===== config.mk =====
export PLATFORM = sky130hd
export DESIGN_NAME = super_pixel_readout_decoder
export DESIGN_NICKNAME = d
export VERILOG_FILES = /design/src/rtl/super_pixel_pkg.sv /design/src/rtl/super_pixel_readout_decoder_lfsr_search.sv /design/src/rtl/super_pixel_readout_decoder.sv
export SDC_FILE = /design/constraint.sdc
export NUM_CORES = 1
export LEC_CHECK = 0
export ABC_AREA = 1
export CAP_MARGIN = 20
export CORE_ASPECT_RATIO = 0.6
export CORE_MARGIN = 2
export CORE_UTILIZATION = 52
export CTS_CLUSTER_DIAMETER = 60
export DETAILED_ROUTE_END_ITERATION = 8
export PLACE_DENSITY_LB_ADDON = 0.25
export SYNTH_ARGS = -nofsm -noshare
export SYNTH_HDL_FRONTEND = slang
export SYNTH_SLANG_ARGS = --single-unit

===== constraint.sdc =====
create_clock -name clk_40MHz -period 5 [get_ports clk_40MHz]
set_input_delay 0.5 -clock clk_40MHz [delete_from_list [all_inputs] [get_ports clk_40MHz]]
set_output_delay 0.5 -clock clk_40MHz [all_outputs]
set_load 0.03 [all_outputs]

===== src/rtl/super_pixel_pkg.sv =====
// Shared field layout, LFSR constants and Gray decode for the super-pixel column-end decoder.
package super_pixel_pkg;
    localparam int TS_W     = 9;
    localparam int FTOA_W   = 5;
    localparam int TOT_W    = 8;
    localparam int ADDR_W   = 4;
    localparam int DATA_W   = 26;
    localparam int TOA_W    = 13;

    localparam int TS_LSB   = 17;
    localparam int FTOA_LSB = 12;
    localparam int TOT_LSB  = 4;
    localparam int ADDR_LSB = 0;

    localparam logic [FTOA_W-1:0] LFSR5_SEED = 5'b11111;
    localparam logic [FTOA_W-1:0] LFSR5_TAPS = 5'b10100;
    localparam logic [TOT_W-1:0]  LFSR8_SEED = 8'hFF;
    localparam logic [TOT_W-1:0]  LFSR8_TAPS = 8'b1011_1000;
    localparam int LFSR5_MAX = 31;
    localparam int LFSR8_MAX = 255;

    function automatic logic [TS_W-1:0] gray2bin(input logic [TS_W-1:0] g);
        logic [TS_W-1:0] b;
        b = '0;
        b[TS_W-1] = g[TS_W-1];
        for (int i = TS_W - 2; i >= 0; i--) begin
            b[i] = b[i+1] ^ g[i];
        end
        return b;
    endfunction
endpackage


===== src/rtl/super_pixel_readout_decoder_lfsr_search.sv =====
// Serial LFSR-to-binary search: steps a local LFSR from SEED until it equals the target,
// reporting the step count, or flags an error after MAXCNT fruitless steps.
module lfsr_search #(
    parameter int           W      = 5,
    parameter logic [W-1:0] SEED   = '1,
    parameter logic [W-1:0] TAPS   = '1,
    parameter int           MAXCNT = 31
) (
    input  logic         clk,
    input  logic         rst_n,
    input  logic         i_start,
    input  logic [W-1:0] i_target,
    output logic         o_done,
    output logic         o_err,
    output logic [W-1:0] o_count
);
    localparam logic [W-1:0] LP_MAX = W'(MAXCNT);

    logic [W-1:0] r_lfsr;
    logic [W-1:0] r_count;
    logic         r_done;
    logic         r_err;
    logic         w_fb;

    assign w_fb = ^(r_lfsr & TAPS);

    // Idle with done set so nothing runs until the first start.
    always_ff @(posedge clk or negedge rst_n) begin
        if (!rst_n) begin
            r_lfsr  <= SEED;
            r_count <= '0;
            r_done  <= 1'b1;
            r_err   <= 1'b0;
        end else if (i_start) begin
            r_lfsr  <= SEED;
            r_count <= '0;
            r_done  <= 1'b0;
            r_err   <= 1'b0;
        end else if (!r_done) begin
            if (r_lfsr == i_target) begin
                r_done <= 1'b1;
            end else if (r_count == LP_MAX) begin
                r_done  <= 1'b1;
                r_err   <= 1'b1;
                r_count <= '0;
            end else begin
                r_lfsr  <= {r_lfsr[W-2:0], w_fb};
                r_count <= r_count + W'(1);
            end
        end
    end

    assign o_done  = r_done;
    assign o_err   = r_err;
    assign o_count = r_count;
endmodule


===== src/rtl/super_pixel_readout_decoder.sv =====
// Column-end receiver: takes one arbiter word per handshake, decodes Gray/LFSR fields
// and presents one decoded hit on a valid/ready port.
//   state  | meaning
//   IDLE   | ready toward chain, waiting for a word
//   SEARCH | both LFSR searches running
//   HOLD   | decoded hit presented, waiting for dec_ready
module super_pixel_readout_decoder
    import super_pixel_pkg::*;
(
    input  logic              clk_40MHz,
    input  logic              rst_n,
    input  logic              i_shake_hands_last,
    input  logic [DATA_W-1:0] i_arbiter_data,
    output logic              o_shake_hands_next,
    output logic              o_dec_valid,
    input  logic              i_dec_ready,
    output logic [TS_W-1:0]   o_dec_ts,
    output logic [FTOA_W-1:0] o_dec_ftoa,
    output logic [TOT_W-1:0]  o_dec_tot,
    output logic [TOA_W-1:0]  o_dec_toa_fine,
    output logic [ADDR_W-1:0] o_dec_addr,
    output logic              o_dec_err
);
    localparam logic [1:0] S_IDLE   = 2'd0;
    localparam logic [1:0] S_SEARCH = 2'd1;
    localparam logic [1:0] S_HOLD   = 2'd2;

    logic [1:0]        r_state;
    logic [1:0]        w_state_nxt;
    logic              r_shn;
    logic [DATA_W-1:0] r_word;
    logic              w_take;
    logic              w_valid;
    logic              w_ftoa_done, w_ftoa_err;
    logic              w_tot_done, w_tot_err;
    logic [FTOA_W-1:0] w_ftoa_cnt;
    logic [TOT_W-1:0]  w_tot_cnt;
    logic [TS_W-1:0]   w_ts_bin;
    logic [TOA_W-1:0]  w_toa;

    assign w_take = (r_state == S_IDLE) && r_shn && i_shake_hands_last;

    always_comb begin
        w_state_nxt = r_state;
        case (r_state)
            S_IDLE:   if (w_take) w_state_nxt = S_SEARCH;
            S_SEARCH: if (w_ftoa_done && w_tot_done) w_state_nxt = S_HOLD;
            S_HOLD:   if (i_dec_ready) w_state_nxt = S_IDLE;
            default:  w_state_nxt = S_IDLE;
        endcase
    end

    // Ready is registered from the next state, so dec_ready never reaches it combinationally.
    always_ff @(posedge clk_40MHz or negedge rst_n) begin
        if (!rst_n) begin
            r_state <= S_IDLE;
            r_shn   <= 1'b0;
            r_word  <= '0;
        end else begin
            r_state <= w_state_nxt;
            r_shn   <= (w_state_nxt == S_IDLE);
            if (w_take) r_word <= i_arbiter_data;
        end
    end

    lfsr_search #(
        .W(FTOA_W), .SEED(LFSR5_SEED), .TAPS(LFSR5_TAPS), .MAXCNT(LFSR5_MAX)
    ) u_ftoa_search (
        .clk(clk_40MHz), .rst_n(rst_n), .i_start(w_take),
        .i_target(r_word[FTOA_LSB +: FTOA_W]),
        .o_done(w_ftoa_done), .o_err(w_ftoa_err), .o_count(w_ftoa_cnt)
    );

    lfsr_search #(
        .W(TOT_W), .SEED(LFSR8_SEED), .TAPS(LFSR8_TAPS), .MAXCNT(LFSR8_MAX)
    ) u_tot_search (
        .clk(clk_40MHz), .rst_n(rst_n), .i_start(w_take),
        .i_target(r_word[TOT_LSB +: TOT_W]),
        .o_done(w_tot_done), .o_err(w_tot_err), .o_count(w_tot_cnt)
    );

    assign w_ts_bin = gray2bin(r_word[TS_LSB +: TS_W]);
    assign w_toa    = {w_ts_bin, 4'b0000} - 13'd16 - {8'b0, w_ftoa_cnt};
    assign w_valid  = (r_state == S_HOLD);

    // Outputs are zeroed outside HOLD so reset and idle both read as all-zero.
    assign o_shake_hands_next = r_shn;
    assign o_dec_valid        = w_valid;
    assign o_dec_ts           = w_valid ? w_ts_bin : '0;
    assign o_dec_ftoa         = w_valid ? w_ftoa_cnt : '0;
    assign o_dec_tot          = w_valid ? w_tot_cnt : '0;
    assign o_dec_toa_fine     = w_valid ? w_toa : '0;
    assign o_dec_addr         = w_valid ? r_word[ADDR_LSB +: ADDR_W] : '0;
    assign o_dec_err          = w_valid & (w_ftoa_err | w_tot_err);
endmodule


# ---- After elaboration in Yosys (flattened, before gate mapping)
# Cells that the tools add are included.
dict set report totals {
  register_bits 59
  memories 0
  latchBits 0
  input_bits 30
  mem_bits_ro 0
  wordCells 93
  ramBits 0
}
dict set report classes {
  div_mod_pow 0
  reduce_logical 15
  n_eq_ne 12
  n_bitwise 10
  mul 0
  addsub 4
  shifts 0
  order_cmp 0
  mux 41
}
# cell n
set ops {}
lappend ops {{8-bit 2-to-1 mux} 9}
lappend ops {{5-bit 2-to-1 mux} 9}
lappend ops {{1-bit 2-to-1 mux} 16}
lappend ops {{13-bit 2-to-1 mux} 1}
lappend ops {{13-bit by 5-bit subtractor with 13-bit output} 1}
lappend ops {{13-bit by 5-bit subtractor with 13-bit output (second input constant)} 1}
lappend ops {{3-bit AND reduction} 4}
lappend ops {{9-bit 2-to-1 mux} 1}
lappend ops {{8-bit by 1-bit adder with 8-bit output (second input constant)} 1}
lappend ops {{8-bit equality test} 1}
lappend ops {{8-bit equality test (second input constant)} 1}
lappend ops {{8-bit XOR reduction} 1}
lappend ops {{1-bit bitwise XOR} 8}
lappend ops {{2-bit 2-to-1 mux} 3}
lappend ops {{2-bit by 1-bit inequality test with 1-bit output (second input constant)} 3}
lappend ops {{2-bit inequality test (second input constant)} 3}
lappend ops {{2-bit one-hot mux with 3 select lines} 1}
lappend ops {{5-bit by 1-bit adder with 5-bit output (second input constant)} 1}
lappend ops {{5-bit equality test} 1}
lappend ops {{5-bit equality test (second input constant)} 1}
lappend ops {{5-bit XOR reduction} 1}
lappend ops {{2-bit zero test} 2}
lappend ops {{4-bit 2-to-1 mux} 1}
lappend ops {{2-bit AND reduction} 2}
lappend ops {{6 further kinds} 9}

# ---- Logic depth before layout (Yosys ltp)
# Gate-level depths: netlist (run 1).
dict set report logic_depth {
  ltp_word 11
  mapped_depth 21
  depth_no_buf 21
}

# ---- By module
# From an unflattened synthesis (run 1), not the netlist that was laid out.
dict set report hier_totals {
  hier_cells 522
  area_unflattened_um2 3768.6
}
# module n_inst seq_area_each_um2 cells_per_inst area_each_um2
set by_module_without_submodules {}
lappend by_module_without_submodules {super_pixel_readout_decoder 1 725.7 261 1811.7}
lappend by_module_without_submodules {{lfsr_search (u_tot_search)} 1 461.7 162 1191.1}
lappend by_module_without_submodules {{lfsr_search (u_ftoa_search)} 1 307.8 99 765.7}

# ---- Worst setup path after synthesis (run 1)
# Ideal clock, no wire load.
dict set report synth_timing {
  kind {register -> output}
  startpoint {register r_word[25]}
  endpoint {output o_dec_toa_fine[9]}
  setup_slack_ns 0.374
  arrival_time_ns 4.126
  n_path_buf 0
  stages_incl_launch_ff 21
  required_time_ns 4.500
  path_cell_list {dfrtp_1 -> xnor2_1 -> ha_1 -> inv_1 -> ha_1 -> inv_1 -> ha_1 -> inv_1 -> ha_1 -> inv_1 -> ha_1 -> xnor2_1 -> xor2_1 -> ha_1 -> inv_1 -> ha_1 -> nand2_1 -> nand2_1 -> nor2_1 -> o21ai_0 -> a21oi_1}
}
dict set report synth_via {
  elab_chain_len 11
}
# element line_no
set synth_rtl {}
lappend synth_rtl {{start: declaration} super_pixel_readout_decoder.sv:31} ;# logic [DATA_W-1:0] r_word;
lappend synth_rtl {{start signal: assignment} super_pixel_readout_decoder.sv:62} ;# if (w_take) r_word <= i_arbiter_data;
lappend synth_rtl {{1-bit bitwise XOR (*) (3 in series)} super_pixel_pkg.sv:27} ;# b[i] = b[i+1] ^ g[i];
lappend synth_rtl {{1-bit bitwise XOR (5 in series)} super_pixel_pkg.sv:27}
lappend synth_rtl {{13-bit by 5-bit subtractor with 13-bit output (*) (2 in series)} super_pixel_readout_decoder.sv:83} ;# assign w_toa = {w_ts_bin, 4'b0000} - 13'd16 - {8'b0, w_ftoa_cnt};
lappend synth_rtl {{13-bit 2-to-1 mux (*)} super_pixel_readout_decoder.sv:92} ;# assign o_dec_toa_fine = w_valid ? w_toa : '0;
lappend synth_rtl {{end: declaration} super_pixel_readout_decoder.sv:20} ;# output logic [TOA_W-1:0] o_dec_toa_fine,
# Mark *: on every way between the ends. The rest lies on a longest branch, timed or not.

# ---- Worst setup path after layout (run 1)
dict set report layout_timing {
  startpoint {register r_word[24]}
  endpoint {output o_dec_toa_fine[7]}
}
dict set report layout_via {
  elab_chain_len 11
}
# element line_no
set layout_rtl {}
lappend layout_rtl {{1-bit bitwise XOR (*) (5 in series)} super_pixel_pkg.sv:27}
lappend layout_rtl {{1-bit bitwise XOR (3 in series)} super_pixel_pkg.sv:27}
lappend layout_rtl {{13-bit by 5-bit subtractor with 13-bit output (*) (2 in series)} super_pixel_readout_decoder.sv:83}
lappend layout_rtl {{13-bit 2-to-1 mux (*)} super_pixel_readout_decoder.sv:92}
# Marks and branches as above.

==> flow_metrics.tcl, run 1 <==
set metrics [dict create \
    cts-root-buf "clkbuf_16" \
    core_area_um2 6734 \
    cts.sinks 59 \
    netlist-cell-type-count 41 \
    pin_count 72 \
    cts_inserted_buffers 9 \
    setup_viol 0 \
    wl_per_cell_um 13.76 \
    reg2reg_depth 8 \
    drt_wl_total_um 8795 \
    leakagePower_nw 2.228 \
    clockBufferDepth 2 \
    mappedNetlistArea_um2 3637 \
    run_status "finished clean" \
    fp.dieW_um 112.0 \
    period_needed_ps 4861 \
    period_share 0.9722 \
    vdd_drop_max_mv 0.6334 \
    dpl_cell_area_um2 4350 \
    finalPower_w 0.003781 \
    drt_iter0_drc 271 \
    cp.required_ps 4500 \
    final_area_um2 4716 \
    syn_nets 518 \
    area_delta_synth_final_pct 29.65 \
    cp-start-kind "register" \
    powerDensity_nw_per_um2 801.8 \
    drc 0 \
    postSynthCellCount 474 \
    clk_pin_slew_ps 50 \
    rows 23 \
    vias 3292 \
    portBuffers 71 \
    cp_data_arrival_time_ps 4360 \
    layout-drive-gt1-share 0.1685 \
    final_nets 591 \
    first_pass_iters 5 \
    cts_tree "done" \
    grt_overflow_total 0 \
    fill_cells 553 \
    h-tree-depth 3 \
    hold_viol 0 \
    critical-path-max-stage-delay_ps 400 \
    ant_nets 0 \
    grt_pass1_wl_um 13800 \
    initial_core_util 0.5401 \
    ys_seq_area_frac 0.4111 \
    cp-end-kind "output port" \
    crit_type "reg -> out" \
    die_area_um2 7702 \
    utilization 0.7003 \
    n_antenna_cell 0 \
    synthFlopType "dfrtp_1" \
    slew_violations 0 \
    yosysWarningCount 0 \
    ys_ff_latch 59 \
    synth_edf_count 0 \
    async_reset_ff_frac 1.000 \
    relSlewSlack 0.3514 \
    cp_slowest_cell "dfrtp_1" \
    dpl.hpwl_um 5782 \
    hold_path.class "in -> async" \
    clk_latency_ps 330 \
    antenna_found_initial 0 \
    grt_max_degree 60 \
    max_freq_ghz 0.2057 \
    viasPerCell 5.152 \
    track_usage 0.2319 \
    skew_ps 8.534 \
    cap_violations 0 \
    setup_tns_ps 0 \
    path_max_fanout 6 \
    synth.avg_cell_area_um2 7.673 \
    die_y_um 68.79 \
    path_cells "xnor2_2, ha_1, inv_1, ha_1, inv_1, ha_1, inv_1, ha_1, inv_2, ha_4, xnor2_2, xor2_1, ha_2, inv_1, ha_4, nand2_1, nand2_2, o21ai_0, a21oi_1, buf_4" \
    tightest_slew_ps 971.8 \
    gp_congestion 0.8311 \
    grt_pass1_vias 2875 \
]
cells in the mapped netlist, drive strengths merged, types with 3 or more instances:
cell type	count	area [um2]
or2	7	43.80
nor3b	3	32.53
nor2	55	236.5
inv	56	215.2
ha	14	175.2
nand3	42	252.7
a21oi	12	75.08
buf	13	91.33
dfstp	15	394.1
xor2	5	43.79
nand4	11	75.07
o21ai	24	123.9
dfrtp	44	1101
xnor2	10	87.58
nand2	152	616.8
timing repair:
action | in CTS | in global routing
pin swaps | 0 | 6
hold buffers | 0 | 0
setup buffers | 0 | 4
resized for setup | 7 | 9
endpoints found under the setup margin | 6 | 9
sequential cells by signal, indices dropped and copies added (netlist names):
name and flops:
r_word 26, u_tot_search.o_count 8, u_tot_search.r_lfsr 8, u_ftoa_search.o_count 5, u_ftoa_search.r_lfsr 5, r_state 2, o_shake_hands_next 1, u_ftoa_search.o_done 1
u_ftoa_search.o_err 1, u_tot_search.o_done 1, u_tot_search.o_err 1
final timing paths:
check                                                     from                                   to  slack, ps
max                                     r_word[24]$_DFFE_PN0P_                    o_dec_toa_fine[7]        140
min                                                      rst_n                r_word[9]$_DFFE_PN0P_        330
max reg2reg                               r_state[0]$_DFF_PN0_   u_tot_search.r_lfsr[1]$_DFFE_PN1P_       2800
min reg2reg                u_ftoa_search.r_lfsr[1]$_DFFE_PN1P_  u_ftoa_search.r_lfsr[1]$_DFFE_PN1P_        470
max in group asynchronous                                rst_n               r_word[15]$_DFFE_PN0P_       4170
min in group clk_40MHz     u_ftoa_search.r_lfsr[1]$_DFFE_PN1P_  u_ftoa_search.r_lfsr[1]$_DFFE_PN1P_        470
layout by cell type (no fill, tap or decap), drive strengths merged, types with 12 or more instances in the layout:
cell type / netlist / layout
a21oi: 12 / 12
buf: 13 / 14
clkdlybuf4s50: 0 / 62
dfrtp: 44 / 44
dfstp: 15 / 15
ha: 14 / 14
inv: 56 / 56
nand2: 152 / 152
nand3: 42 / 42
nor2: 55 / 55
o21ai: 24 / 24
area by class of cell:
type | count | area, um2 | share of cell area
clock buffer | 10 | 229.0 | 0.04855
inverter | 57 | 220.2 | 0.04670
multi-input combinational | 343 | 1898 | 0.4025
sequential | 59 | 1495 | 0.3171
timing repair buffer | 77 | 732.0 | 0.1552
tap | 87 | 108.9 | 0.02308
clock inverter | 6 | 32.53 | 0.006898
worst max-delay path: cells and delay by family, from the launching register on:
family / cells / cell delay (ps)
AOI/OAI and AO/OA: 2 / 340
DFF: 1 / 400
adders and majority gates: 7 / 1940
xor gates and xnor gates: 3 / 570
buffers and inverters: 6 / 580
and+or+nand+nor: 2 / 190
cell families after synthesis:
kind of cell | share of synthesized area
adders and majority gates | 0.04816
and+or+nand+nor | 0.3529
DFF | 0.4111
buffers and inverters | 0.08771
xor gates and xnor gates | 0.03612
AOI/OAI and AO/OA | 0.06399
metal layers:
layer | wire [um] | share of wire | vias up | global-route usage
li1 | - | - | 1642 | -
met1 | 4253 | 0.48 | 1533 | 0.3194
met2 | 3806 | 0.43 | 108 | 0.3598
met3 | 663 | 0.075 | 9 | 0.07605
met4 | 72 | 0.0082 | 0 | 0.05793
met5 | 0 | 0 | - | 0
through the flow:
stage,hold WS [ps],setup WS (ps),cells
2_1_floorplan,204.4,374.0,474
3_3_place_gp,461.2,250.3,619
3_5_place_dp,463.5,64.50,619
4_1_cts,345.3,3.470,635
5_1_grt,389.8,-84.47,639
6_report,327.5,138.8,639
report_power, final:
| part | switching, W | internal [W] | total (W) |
|---|---|---|---|
| registers | 0.000194 | 0.000753 | 0.000947 |
| logic | 0.00131 | 0.000976 | 0.00229 |
| clock network | 0.000218 | 0.000330 | 0.000548 |
Power figures use the tool's default switching activity.
==> run 2, diff against run 1 <==
CORE_UTILIZATION = 54   (was 52)
CTS_BUF_LIST = sky130_fd_sc_hd__clkbuf_2   (was default)
PLACE_DENSITY = 0.83   (was default)
PLACE_DENSITY_LB_ADDON = default   (was 0.25)
==> run 2 against run 1 <==
  * Clock power down 48%
  * Sequential cell count unchanged
  * Power up 3.0%
  * Worst hold slack worse by 200 ps
  * Cell area down 1.3%
  * First-iteration DRC count up 0.74%
  * Routed wire length up 2.5%
  * Global-route usage up 2.5 points
  * Clock skew up 21 ps
  * Critical path depth up 1
  * Critical endpoint is now o_dec_toa_fine[9]
  * Highest routed layer unchanged
==> flow_metrics.tcl, run 2 (same netlist as run 1, synthesis figures left out) <==
set metrics [dict create \
    run_status "finished clean" \
    leakagePower_nw 2.183 \
    initial_core_util 0.5519 \
    grt_overflow_total 0 \
    die_area_um2 7430 \
    fp.dieW_um 110.0 \
    setup_slack_ps 135.8 \
    viasPerCell 5.142 \
    h-tree-depth 3 \
    setup_viol 0 \
    drt_wl_total_um 9019 \
    dp_slack_ps -119.7 \
    drt_iter0_drc 273 \
    utilization 0.7061 \
    period_needed_ps 4864 \
    vias 3291 \
    pin_count 72 \
    grt_max_degree 60 \
    powerDensity_nw_per_um2 836.6 \
    switching_share 0.4757 \
    multi_input_area_um2 1977 \
    max_freq_ghz 0.2056 \
    vdd_drop_max_mv 0.6792 \
    slew_violations 0 \
    final_cell_mix "nand2_1 (142), clkdlybuf4s50_1 (61), inv_1 (47)" \
    n_antenna_cell 0 \
    die_y_um 67.57 \
    cts.sinks 59 \
    register_area_um2 1495 \
    core_area_um2 6590 \
    cts_tree "done" \
    final_nets 593 \
    switching_power_w 0.001852 \
    grt_pass1_vias 3169 \
    gp_congestion 0.8782 \
    ant_nets 0 \
    crit_path_start "r_word[25]$_DFFE_PN0P_" \
    drc 0 \
    area_delta_synth_final_pct 27.93 \
    seqPwrFrac 0.243 \
    cp_data_arrival_time_ps 4360 \
    rsz0062_at_grt "true" \
    fill_cells 528 \
    largest_reg_flops 26 \
    final_area_um2 4653 \
    cp.required_ps 4500 \
    hold_viol 0 \
    r2r_slack_ps 2630 \
    cts-root-buf "clkbuf_2" \
    layout_commonest_cell "nand2_1" \
    cts_inserted_buffers 9 \
    placed_cells 620 \
    skew_ps 30.03 \
    clockPowerShare 0.074 \
    tightest_slew_ps 976.0 \
    wl_per_cell_um 14.09 \
    hold_path.class "in -> async" \
    grt_pass1_wl_um 14570 \
    clk_pin_slew_ps 170 \
    period_share 0.9728 \
    rows 23 \
    antenna_found_initial 0 \
    regMostFlops "r_word" \
    dpl_cell_area_um2 4363 \
    first_pass_iters 5 \
    cp-start-kind "register" \
    combPwrFrac 0.683 \
    portBuffers 71 \
    cap_violations 0 \
    clk_latency_ps 490 \
    stdcell_count 640 \
    track_usage 0.2568 \
    clockBufferDepth 2 \
    path_max_fanout 6 \
    layout-drive-gt1-share 0.1826 \
    intPower_w 0.002041 \
    relSlewSlack 0.3486 \
    cp-end-kind "output port" \
    dpl.hpwl_um 6009 \
    r2r-start "r_state[1]$_DFF_PN0_" \
    crit_type "reg -> out" \
]
-- run 2: routing by layer --
| layer | vias to the layer above | GRT usage | wire [um] | share of wire |
|---|---|---|---|---|
| met4 | 0 | 0.07120 | 46 | 0.0051 |
| li1 | 1641 | - | - | - |
| met5 | - | 0 | 0 | 0 |
| met1 | 1539 | 0.3445 | 4214 | 0.47 |
| met2 | 105 | 0.3926 | 4015 | 0.45 |
| met3 | 6 | 0.09459 | 742 | 0.082 |
-- run 2: area by class of cell --
type,instances,area share
Inverter,57,0.04732
Sequential cell,59,0.3213
Multi-Input combinational cell,343,0.4248
Timing Repair Buffer,79,0.1611
Tap cell,87,0.02339
Clock buffer,9,0.009680
Clock inverter,6,0.01237
-- run 2: worst max-delay path: stages, from the launching register on --
cell     delay (ps)
dfrtp_1         450
xnor2_2         170
ha_1            330
inv_2            70
ha_4            270
inv_1            70
ha_4            280
inv_2            50
ha_4            260
inv_2            40
ha_4            250
xnor2_4         200
xor2_2          200
ha_2            190
inv_1            60
ha_4            270
nand2_1          90
nand2_2          90
nor2_4          120
o21ai_0          80
a21oi_1         170
buf_4           180
-- run 2: power groups by stage --
stage	sequential, W	combinational (W)	clock [W]
finish	0.000947	0.00266	0.000286
global route	0.000977	0.00294	0.000316
CTS	0.000937	0.00209	0.000293
detailed placement	0.000945	0.00184	0
global placement	0.000937	0.00175	0
floorplan	0.000908	0.00145	0
-- run 2: timing repair --
action                     4_1_cts  5_1_grt
setup buffers                    2        3
hold buffers                     0        0
setup endpoints to repair        9        9
resized for setup               18       23
pin swaps                        4        8
-- run 2: per-stage QoR --
| stage | setup TNS, ps | total power [W] | hold slack, ps |
|---|---|---|---|
| 5_1_grt | -510.4 | 0.004236 | 127.6 |
| 3_5_place_dp | -193.3 | 0.002783 | 469.6 |
| 6_report | 0 | 0.003893 | 131.9 |
| 4_1_cts | 0 | 0.003325 | 126.6 |
| 3_3_place_gp | 0 | 0.002682 | 462.4 |
| 2_1_floorplan | 0 | 0.002356 | 204.4 |
-- run 2: final timing paths --
path	to	cells after the start
min	r_word[10]$_DFFE_PN0P_	2
max in group asynchronous	u_tot_search.o_count[2]$_DFFE_PN0P_	2
max	o_dec_toa_fine[9]	21
min reg2reg	u_tot_search.r_lfsr[0]$_DFFE_PN1P_	2
min in group clk_40MHz	u_tot_search.r_lfsr[0]$_DFFE_PN1P_	2
max reg2reg	o_shake_hands_next$_DFF_PN0_	5
==> run 3, diff against run 2 <==
ABC_CLOCK_PERIOD_IN_PS = 5000   (was default)
TNS_END_PERCENT = 10   (was default)
==> run 3 against run 2 <==
  * Routed wire length shrank 1.3%
  * Power shrank 5.1%
  * Setup slack lost 62 ps
  * Via count is essentially flat
  * Clock power is essentially flat
  * Sequential cell count is the same
  * Final cell count shrank 0.16%
  * Largest cell class unchanged
  * Highest routed layer unchanged
==> flow_metrics.tcl, run 3 (same netlist as run 1, synthesis figures left out) <==
set metrics [dict create \
    run_status "finished clean" \
    drt_iter0_drc 207 \
    hold_viol 0 \
    max_freq_ghz 0.2030 \
    cpMostUsedCell "ha_1" \
    grt_max_degree 60 \
    h-tree-depth 3 \
    powerDensity_nw_per_um2 804.4 \
    highest-signal-layer "met4" \
    vias 3289 \
    leakagePower_nw 2.176 \
    cts.sinks 59 \
    wl_per_cell_um 13.94 \
    wirelength_met1_um 4269 \
    cts_tree "done" \
    crit_type "reg -> out" \
    viasPerCell 5.147 \
    final_area_um2 4594 \
    hold_path.class "in -> async" \
    setup_slack_ps 73.77 \
    setup_viol 0 \
    cp_data_arrival_time_ps 4430 \
    intPower_w 0.001927 \
    relSlewSlack 0.3407 \
    layout_commonest_cell "nand2_1" \
    seqPwrFrac 0.255 \
    portBuffers 71 \
    rsz0062_at_grt "true" \
    cp-start-kind "register" \
    initial_core_util 0.5519 \
    clockPowerShare 0.078 \
    skew_ps 30.45 \
    ant_nets 0 \
    crit_path_start "r_word[25]$_DFFE_PN0P_" \
    stdcell_count 639 \
    clk_latency_ps 490 \
    dpl_cell_area_um2 4363 \
    finalPower_w 0.003696 \
    grt_pass1_wl_um 14480 \
    cp.required_ps 4500 \
    rows 23 \
    cap_violations 0 \
    slew_violations 0 \
    utilization 0.6972 \
    fp.dieW_um 110.0 \
    n_antenna_cell 0 \
    critical-path-max-stage-delay_ps 430 \
    drc 0 \
    first_pass_iters 5 \
    tightest_slew_ps 987.8 \
    r2r-start "r_state[1]$_DFF_PN0_" \
    core_area_um2 6590 \
    cp_slowest_cell "dfrtp_1" \
    route.met3.wl_um 674 \
    final_cell_mix "nand2_1 (142), clkdlybuf4s50_1 (61), inv_1 (49)" \
    area_delta_synth_final_pct 26.32 \
    cts_inserted_buffers 9 \
    path_cells "xnor2_1, ha_1, inv_1, ha_1, inv_1, ha_4, inv_1, ha_1, inv_2, ha_4, xnor2_4, xor2_1, ha_1, nor2_2, nand3_2, and2_4, nand2_1, nand2_1, nor2_2, buf_6" \
    pin_count 72 \
    dp_slack_ps -119.7 \
    path_max_fanout 4 \
    drt_wl_total_um 8906 \
    switching_share 0.4786 \
    largest_reg_flops 26 \
    grt_overflow_total 0 \
    gp_congestion 0.8782 \
    final_nets 592 \
    clk_pin_slew_ps 170 \
    met2_length_um 3900 \
    combPwrFrac 0.667 \
    cp-end-kind "output port" \
    track_usage 0.2554 \
    placed_cells 620 \
    cts-root-buf "clkbuf_2" \
    dpl.hpwl_um 6009 \
    layout-drive-gt1-share 0.1721 \
    regMostFlops "r_word" \
    vdd_drop_max_mv 0.6587 \
    switching_power_w 0.001769 \
    period_share 0.9852 \
    antenna_found_initial 0 \
    period_needed_ps 4926 \
    grt_pass1_vias 3148 \
    clockBufferDepth 2 \
    die_area_um2 7430 \
    die_y_um 67.57 \
]
run 3: changes by cell type in the layout (fill, tap and decap cells not counted), sizes merged:
cell	delta
buf	-1
clkbuf	+1
clkdlybuf4s15	-1
run 3: cell type report:
cell class / instances / area, um2
Fill cell: 541 / 1996
Multi-Input combinational cell: 343 / 1924
Sequential cell: 59 / 1495
Timing Repair Buffer: 78 / 743.2
Inverter: 57 / 220.2
Tap cell: 87 / 108.9
Clock inverter: 6 / 57.56
Clock buffer: 9 / 45.04
run 3: path summary, 6_finish.rpt:
kind | endpoint | slack (ps) | depth (start not counted)
setup / recovery | o_dec_toa_fine[8] | 70 | 20
hold / removal | r_word[10]$_DFFE_PN0P_ | 130 | 2
setup reg to reg | o_shake_hands_next$_DFF_PN0_ | 2660 | 5
hold reg to reg | u_tot_search.r_lfsr[0]$_DFFE_PN1P_ | 490 | 2
max in group asynchronous | r_word[17]$_DFFE_PN0P_ | 4340 | 2
min in group clk_40MHz | u_tot_search.r_lfsr[0]$_DFFE_PN1P_ | 490 | 2
run 3: per-stage QoR:
stage,hold WS [ps],setup TNS [ps]
finish,125.5,0
detailed placement,469.6,-193.3
global route,130.5,-807.2
floorplan,204.4,0
global placement,462.4,0
CTS,126.6,0
run 3: what timing repair did:
item                                    CTS  global route
setup buffers                             1             3
gates cloned                              0             0
gates resized for setup                  19            18
hold buffers                              0             0
pin swaps                                 2             5
endpoints found under the setup margin    9             9
run 3: critical path: cells and delay by family (launching register included):
family	cells	cell delay, ps
XOR/XNOR	3	520
adder cells (fa/ha/maj)	6	1850
buffers and inverters	5	410
flip-flops	1	430
AND/OR/NAND/NOR	6	770
run 3: power groups by stage:
stage	logic (W)	registers (W)	clock network, W
5_1_grt	0.00274	0.000972	0.000317
2_1_floorplan	0.00145	0.000908	0
3_3_place_gp	0.00175	0.000937	0
6_report	0.00247	0.000944	0.000286
4_1_cts	0.00208	0.000937	0.000293
3_5_place_dp	0.00184	0.000945	0
run 3: metal layers:
metal	vias to the layer above	global-route usage
li1	1637	-
met1	1528	0.3433
met2	114	0.3888
met3	10	0.09556
met4	0	0.06962
met5	-	0
